File: src/rtl/fetch_stage_pkg.sv
// rtl/fetch_stage_pkg.sv - shared constants and types for the instruction-fetch stage
package fetch_stage_pkg;

    localparam logic [31:0] RESET_PC_DEF  = 32'h0000_3000;
    localparam logic [31:0] NOP_INSTR_DEF = 32'h0000_0000;
    localparam logic [31:0] PC_INC        = 32'd4;
    localparam logic [31:0] LINK_OFFSET   = 32'd8;

    typedef enum logic {
        ST_FETCH = 1'b0,
        ST_HOLD  = 1'b1
    } fetch_state_t;

    typedef struct packed {
        logic [31:0] instr;
        logic [31:0] pc;
    } fetch_entry_t;

endpackage

File: src/rtl/fetch_stage_skid_buf.sv
// rtl/fetch_stage_skid_buf.sv - one-entry {instr, pc} buffer catching a fetch that completes under stall
module if_skid_buf
    import fetch_stage_pkg::*;
(
    input  logic         clk,
    input  logic         rst_n,
    input  logic         load,
    input  fetch_entry_t load_entry,
    input  logic         drain,
    output logic         full,
    output fetch_entry_t entry
);

    always_ff @(posedge clk or negedge rst_n) begin
        if (!rst_n) begin
            full  <= 1'b0;
            entry <= '0;
        end else if (load) begin
            full  <= 1'b1;
            entry <= load_entry;
        end else if (drain) begin
            full  <= 1'b0;
        end
    end

endmodule

File: src/rtl/fetch_stage.sv
// rtl/fetch_stage.sv - PC, imem handshake, delay-slot redirects and the F/D pipeline register
module fetch_stage
    import fetch_stage_pkg::*;
#(
    parameter logic [31:0] RESET_PC  = RESET_PC_DEF,
    parameter logic [31:0] NOP_INSTR = NOP_INSTR_DEF
) (
    input  logic        clk,
    input  logic        reset,
    input  logic        stall,
    input  logic        redirect_valid,
    input  logic [31:0] redirect_pc,
    output logic        imem_req,
    output logic [31:0] imem_addr,
    input  logic        imem_ready,
    input  logic [31:0] imem_rdata,
    output logic [31:0] d_instr,
    output logic [31:0] d_pc,
    output logic [31:0] d_pc8,
    output logic        d_valid
);

    fetch_state_t state_q;
    logic [31:0]  pc_q;
    logic         pend_q;
    logic [31:0]  pend_pc_q;
    logic [31:0]  d_instr_q;
    logic [31:0]  d_pc_q;
    logic         d_valid_q;

    logic         fire;
    logic         redir;
    logic [31:0]  next_pc;
    logic         buf_load;
    logic         buf_drain;
    logic         buf_full;
    fetch_entry_t buf_entry;

    // Gating with reset drops the request the instant reset asserts, mid-handshake included.
    assign imem_req  = (state_q == ST_FETCH) && reset;
    assign imem_addr = pc_q;
    assign fire      = imem_req && imem_ready;
    assign redir     = redirect_valid && !stall;

    always_comb begin
        next_pc = pc_q + PC_INC;
        if (redir) begin
            next_pc = redirect_pc;
        end else if (pend_q) begin
            next_pc = pend_pc_q;
        end
    end

    assign buf_load  = fire && stall;
    assign buf_drain = (state_q == ST_HOLD) && buf_full && !stall;

    if_skid_buf u_skid_buf (
        .clk        (clk),
        .rst_n      (reset),
        .load       (buf_load),
        .load_entry ('{instr: imem_rdata, pc: pc_q}),
        .drain      (buf_drain),
        .full       (buf_full),
        .entry      (buf_entry)
    );

    always_ff @(posedge clk or negedge reset) begin
        if (!reset) begin
            state_q   <= ST_FETCH;
            pc_q      <= RESET_PC;
            pend_q    <= 1'b0;
            pend_pc_q <= '0;
            d_instr_q <= NOP_INSTR;
            d_pc_q    <= '0;
            d_valid_q <= 1'b0;
        end else begin
            case (state_q)
                ST_FETCH: begin
                    if (fire) begin
                        pc_q   <= next_pc;
                        pend_q <= 1'b0;
                        if (stall) begin
                            state_q <= ST_HOLD;
                        end else begin
                            d_instr_q <= imem_rdata;
                            d_pc_q    <= pc_q;
                            d_valid_q <= 1'b1;
                        end
                    end else begin
                        // The in-flight fetch is the delay slot; remember the target for its completion.
                        if (redir) begin
                            pend_q    <= 1'b1;
                            pend_pc_q <= redirect_pc;
                        end
                        if (!stall) begin
                            d_instr_q <= NOP_INSTR;
                            d_valid_q <= 1'b0;
                        end
                    end
                end
                ST_HOLD: begin
                    if (buf_drain) begin
                        d_instr_q <= buf_entry.instr;
                        d_pc_q    <= buf_entry.pc;
                        d_valid_q <= 1'b1;
                        state_q   <= ST_FETCH;
                        // The buffered word is the delay slot, so the target is the very next fetch.
                        if (redir) begin
                            pc_q <= redirect_pc;
                        end
                    end
                end
                default: state_q <= ST_FETCH;
            endcase
        end
    end

    assign d_instr = d_instr_q;
    assign d_pc    = d_pc_q;
    assign d_valid = d_valid_q;
    assign d_pc8   = d_pc_q + LINK_OFFSET;

endmodule

File: config.mk
export PLATFORM = sky130hd
export DESIGN_NAME = fetch_stage
export DESIGN_NICKNAME = d
export VERILOG_FILES = /design/src/rtl/fetch_stage_pkg.sv /design/src/rtl/fetch_stage_skid_buf.sv /design/src/rtl/fetch_stage.sv
export SDC_FILE = /design/constraint.sdc
export NUM_CORES = 1
export LEC_CHECK = 0
export CAP_MARGIN = 20
export CORE_MARGIN = 1
export CORE_UTILIZATION = 56
export DETAILED_ROUTE_END_ITERATION = 8
export PLACE_DENSITY_LB_ADDON = 0.2
export SLEW_MARGIN = 5
export SYNTH_ARGS = -nofsm -noshare
export SYNTH_HDL_FRONTEND = slang
export SYNTH_HIERARCHICAL = 1
export SYNTH_SLANG_ARGS = --single-unit
File: constraint.sdc
create_clock -name clk -period 4.82 [get_ports clk]
set_clock_uncertainty 0.05 [all_clocks]
set_input_delay 0.964 -clock clk [delete_from_list [all_inputs] [get_ports clk]]
set_output_delay 0.964 -clock clk [all_outputs]
set_load 0.05 [all_outputs]
==> out/results.ini <==
[setup_path]
crit_path_end_kind=primary output
r2r_cells=4
path_max_fanout=6
crit_path_cell_trace=ha_1 > and4_1 > nor2b_1 > nand3_1 > nor2_1 > xor2_1 > clkdlybuf4s50_1
regToRegSetupSlack_ns=2.30
critPathLaunchType=flip-flop
crit_path_max_incr_delay_ns=0.82
worstSetupPathType=reg2out
r2r-start=state_q$_DFF_PN0_
crit_family=simple AND/OR/NAND/NOR gates
crit_arrival_ns=3.06
cp_num_buf_inv=1
worstPathRequired_ns=3.81
r2r-end=u_skid_buf/entry[40]$_DFFE_PN0P_
slowest_stage=clkdlybuf4s50_1

[detailed_routing]
routed_wl_mm=24.0
first_pass_iters=5
num_vias=7669
routedWlPerCell_microns=18.2
drt_iter0_drc=636
viasPerCell=5.81
drc_errors=0
ant_nets=0

[clocking]
cts_made_buffers=17
root_buffer=clkbuf_16
cts_setup_buffers=0
cts_tree=done
clockBufferDepth=2
clock-sinks=196
ctsHoldBuffers=0
cts_resized=0
clk_pin_slew_ns=0.07
clock_latency_ns=0.44
htreeDepth=4

[min_path]
hold_path.class=in2async

[cells_and_area]
fillers=1285
diodes=0
nNetsFinal=1152
layout-drive-gt1-share=0.157
syn_to_final_growth_pct=25.6

[global_routing]
grt_max_degree=70
gr-total-overflow=0
grt_pass1_vias=7254
grt_pass1_wl_mm=38.3
antenna_found_initial=0
track_usage=0.269

[synth]
syn-cell-area_sq_um=10000
synth-seq-area-share=0.489
postSynthAreaPerCell_sq_um=11.0
synth_top_area_share=0.483
synthCells=914
synth.area.top_cells=dfrtp_1 48%, mux2_4 7.3%, mux2_2 5.3%
synth_top_area_cell=dfrtp_1
synth_warnings=6
synth_common_cells=194 x dfrtp_1, 86 x nand2_1, 66 x a21oi_1
ys.flop_type=dfrtp_1
synth_seq_cells=196
async_flop_share=1.00
synth_cell_type_count=67
yosysMostFrequentCell=dfrtp_1
synth_edf_count=0
syn_nets=985

[pwr]
p_leak_uw=0.00528
peakVddDrop_uv=502
power-per-cell-area_nw_per_um2=614

[sta]
setup_viol=0
tightest_slew_ns=1.02
slew_viol_final=0
period_share=0.844
fmax_mhz=246
slew_headroom=0.322
tns_ns=0
timing.final.crit_period_ns=4.07
rsz0062_at_grt=no
fin_ws_ns=0.751
hold_viol=0

[placed_design]
dpl.hpwl_mm=16.3
globalplace.congestion=0.839
pre_cts_ws_ns=1.16
portBuffers=198

[floorplanning]
dieArea_sq_um=18500
core_area_sq_um=17400
core.rowCount=48
die_height_microns=136
ios=199
die_w_microns=136
initial_core_util=0.577

[outcome]
status=finished clean

[job]
drv_cap=0

[layout by cell type (no fill, tap or decap), types with 7 or more instances in the layout]
cell type	n
clkdlybuf4s50_1	197
dfrtp_1	192
nand2_1	86
a21oi_1	65
nor2_1	64
o21ai_0	60
mux2_4	49
mux2_2	47
mux2i_1	42
a22oi_1	34
xnor2_1	28
nand3_1	25
clkbuf_16	17
buf_4	14
and3_1	13
nor3_1	12
xor2_1	12
inv_1	11
and4_1	8
nand4_1	7
[stage by stage]
stage / instances / power (uW) / utilization / hold WS [ns] / cell area [sq um]
after floorplan: 914 / 5140 / - / 0.421 / 10000
after global placement: 1287 / 6250 / 0.689 / 0.433 / 12000
after detailed placement: 1287 / 6340 / 0.689 / 0.441 / 12000
after global routing: 1319 / 8120 / 0.724 / 0.382 / 12600
after CTS: 1319 / 7780 / 0.724 / 0.372 / 12600
final: 1319 / 7750 / 0.724 / 0.377 / 12600
[power by group]
part	switching, uW	total (uW)	internal, uW
logic	2140	3500	1360
clock network	678	1430	753
registers	643	2810	2170
total	3460	7750	4290
[worst max path at each step]
stage	start	endpoint	slack [ns]	cells after the start
finish	d_pc[3]$_DFFE_PN0P_	d_pc8[29]	0.75	7
global route	d_pc[3]$_DFFE_PN0P_	d_pc8[29]	0.44	7
CTS	d_pc[3]$_DFFE_PN0P_	d_pc8[29]	0.68	7
detailed placement	d_pc[3]$_DFFE_PN0P_	d_pc8[29]	1.16	7
global placement	d_pc[3]$_DFFE_PN0P_	d_pc8[31]	1.26	7
floorplan	d_pc[3]$_DFFE_PN0P_	d_pc8[21]	1.25	6
[metal layers]
metal,up-vias,part of all wire,GRT usage
met4,0,0.020,0.0938
li1,3607,-,-
met5,-,0,0
met2,260,0.46,0.407
met3,33,0.058,0.0518
met1,3769,0.46,0.387
[flip-flops by register name (all words and copies together) (netlist names)]
name,cells
d_instr,32
d_pc,32
d_valid,1
imem_addr,32
pend_pc_q,32
pend_q,1
state_q,1
u_skid_buf/entry,64
u_skid_buf/full,1
[area by class of cell]
class	count	area, sq um	area share
multi-input cells	643	4680	0.371
clock buffers	18	439	0.0348
inverters	11	41.3	0.00327
repair buffers	212	2090	0.166
clock inverters	14	163	0.0129
flip-flops and latches	196	4910	0.390
well taps	225	282	0.0223
[cell families after synthesis]
kind of cell,count (synthesis),share of synthesized area
flops,196,0.489
compound gates,208,0.125
fa+ha+maj,2,0.00249
buf+inv,75,0.0479
xor+xnor,40,0.0349
mux,138,0.168
simple gates,255,0.133
Power figures use the tool's default switching activity.
==> RTL change: new RTL, same settings <==
Make the reset (`reset` and `rst_n`) synchronous in 2 clocked blocks.
--- a/src/rtl/fetch_stage_skid_buf.sv
+++ b/src/rtl/fetch_stage_skid_buf.sv
@@ -11,7 +11,7 @@
     output fetch_entry_t entry
 );
 
-    always_ff @(posedge clk or negedge rst_n) begin
+    always_ff @(posedge clk) begin
         if (!rst_n) begin
             full  <= 1'b0;
             entry <= '0;
--- a/src/rtl/fetch_stage.sv
+++ b/src/rtl/fetch_stage.sv
@@ -64,7 +64,7 @@
         .entry      (buf_entry)
     );
 
-    always_ff @(posedge clk or negedge reset) begin
+    always_ff @(posedge clk) begin
         if (!reset) begin
             state_q   <= ST_FETCH;
             pc_q      <= RESET_PC;
Check against the original RTL: differs if reset is asserted again (counterexample within 4 cycles, from zero or initial values and one cycle with reset low); with reset held inactive, the same outputs for 4 cycles.
==> RTL change against the original RTL <==
Setup slack lost 32 ps. Routed wire length grew 2.1%. Critical endpoint unchanged. Largest cell class is now multi-input combinational cells. Area after synthesis shrank 4.7%. Register-to-register slack lost 40 ps. Fmax shrank 0.78%. Sequential cell count is the same. Design area shrank 4.5%. Count of clock-buffer cells in the layout is the same. Global-route usage grew 0.58 points.
Power is not compared: it rests on default switching activity, and its combinational part moved more than twofold at a synthesized area within 25%.
==> RTL change: results (changes against the original RTL) <==
[status]
status=complete, no violations

[cts]
path_clk_slew_ps=80
clk_root_buffer_cell=clkbuf_16
cts.repair.resized=0  ; unchanged
clock_path_buffers=2  ; unchanged
cts_max_level=4  ; unchanged

[grt]
use_met3=0.04444  ; -0.007383
grt.met1_usage=0.3919  ; +0.004660
grt_pass1_wl_mm=38.95  ; +1.7%
met2_usage=0.4158  ; +0.009043
grt_max_degree=75  ; +7.1%
grt_pass1_vias=7429  ; +2.4%
grt.total_usage=0.2750  ; +0.005833

[placed_design]
gp_congestion=0.8894  ; +6.1%
dp_hpwl_mm=16.08  ; -1.1%
placed_area_um2=11440  ; -4.7%
dp_cells=1428  ; +11%
pre_cts_ws_ps=1151  ; -5.770 ps

[yosys]
ys_top_cells_by_area=dfxtp_1 (41%), mux2i_1 (10%), a211oi_1 (5.4%)
dominantRegCellSynth=dfxtp_1
syn_nets=1159  ; +18%
syn_inst=1088  ; +19%
synth_commonest_cells=dfxtp_1 (196), nand2_1 (123), mux2i_1 (100), nor2_1 (92)
ys_seq_area_frac=0.4100  ; -0.07868
synth.distinct_cells=63  ; -6.0%
async_reset_ff_frac=0  ; -1.000

[min_path]
hp-class=reg -> reg

[power_and_ir_drop]
peakVddDrop_v=0.0002373

[setup_path]
r2r_cells=6  ; +2
r2r_slack_ps=2260  ; -40 ps
critPathArrivalTime_ps=3090  ; +30 ps
regToRegStartpoint=state_q
regToRegEndpoint=pend_pc_q[31]
crit_start=d_pc[3]

[routing]
viasPerCell=5.766  ; -0.83%
drt_iter0_markers=794  ; +25%
routed_wl_mm=24.48  ; +2.1%
firstDrtPassIters=6  ; +1
wl_per_cell_um=16.75  ; -7.8%

[layout]
drive_above_1_share=0.05479  ; -0.1024
post-route-util=0.7237  ; about the same
largest_register_ffs=64  ; unchanged
nets=1299  ; +13%
fill_cells=1348  ; +4.9%

[sta]
tightest_slew_ps=972.1  ; -44.39 ps
final.min_clock_period_ps=4101  ; +32.12 ps

-- RTL change: logic make-up after synthesis --
group                    Yosys count  synth area share
multiplexers                     100            0.1046
AND/OR/NAND/NOR                  403            0.2152
flip-flops                       196            0.4100
AO/OA/AOI/OAI                    255            0.1798
buffers and inverters             97           0.05570
XOR/XNOR                          35           0.03203
adder cells (fa/ha/maj)            2          0.002615
-- RTL change: metal layers --
layer | vias to the layer above | part of all wire | wire length, um
met3 | 47 | 0.066 | 1617
met5 | - | 0 | 0
met4 | 0 | 0.023 | 551
met2 | 348 | 0.45 | 11000
met1 | 3865 | 0.46 | 11310
li1 | 4164 | - | -
-- RTL change: worst min-delay path by stage --
stage                     slack (ps)  cells after the start            end
after floorplan                  380                      2  pend_pc_q[29]
after global placement           390                      2  pend_pc_q[29]
after detailed placement         390                      2  pend_pc_q[16]
after CTS                        400                      2  pend_pc_q[16]
after global routing             420                      2  pend_pc_q[25]
final                            400                      2   pend_pc_q[9]
-- RTL change: cell type report --
type                       instances  area share
clock buffer                      18     0.03646
clock inverter                    14     0.01132
inverter                           5    0.001662
multi-input combinational        795      0.4264
sequential                       196      0.3261
tap                              220     0.02285
timing repair buffer             213      0.1751
-- RTL change: power groups by stage --
stage,Clock [mW],Combinational [mW],Sequential (mW)
after floorplan,0,0.394,1.98
after global routing,1.47,0.883,1.80
after detailed placement,0,0.830,1.83
after CTS,1.40,0.833,1.79
final,1.39,0.835,1.79
after global placement,0,0.820,1.82
-- RTL change: worst min-delay path: cells and delay by family (launching register included) --
| family | cells | cell delay, ps |
|---|---|---|
| flip-flops | 1 | 310 |
| AND/OR/NAND/NOR | 1 | 50 |
| AO/OA/AOI/OAI | 1 | 50 |
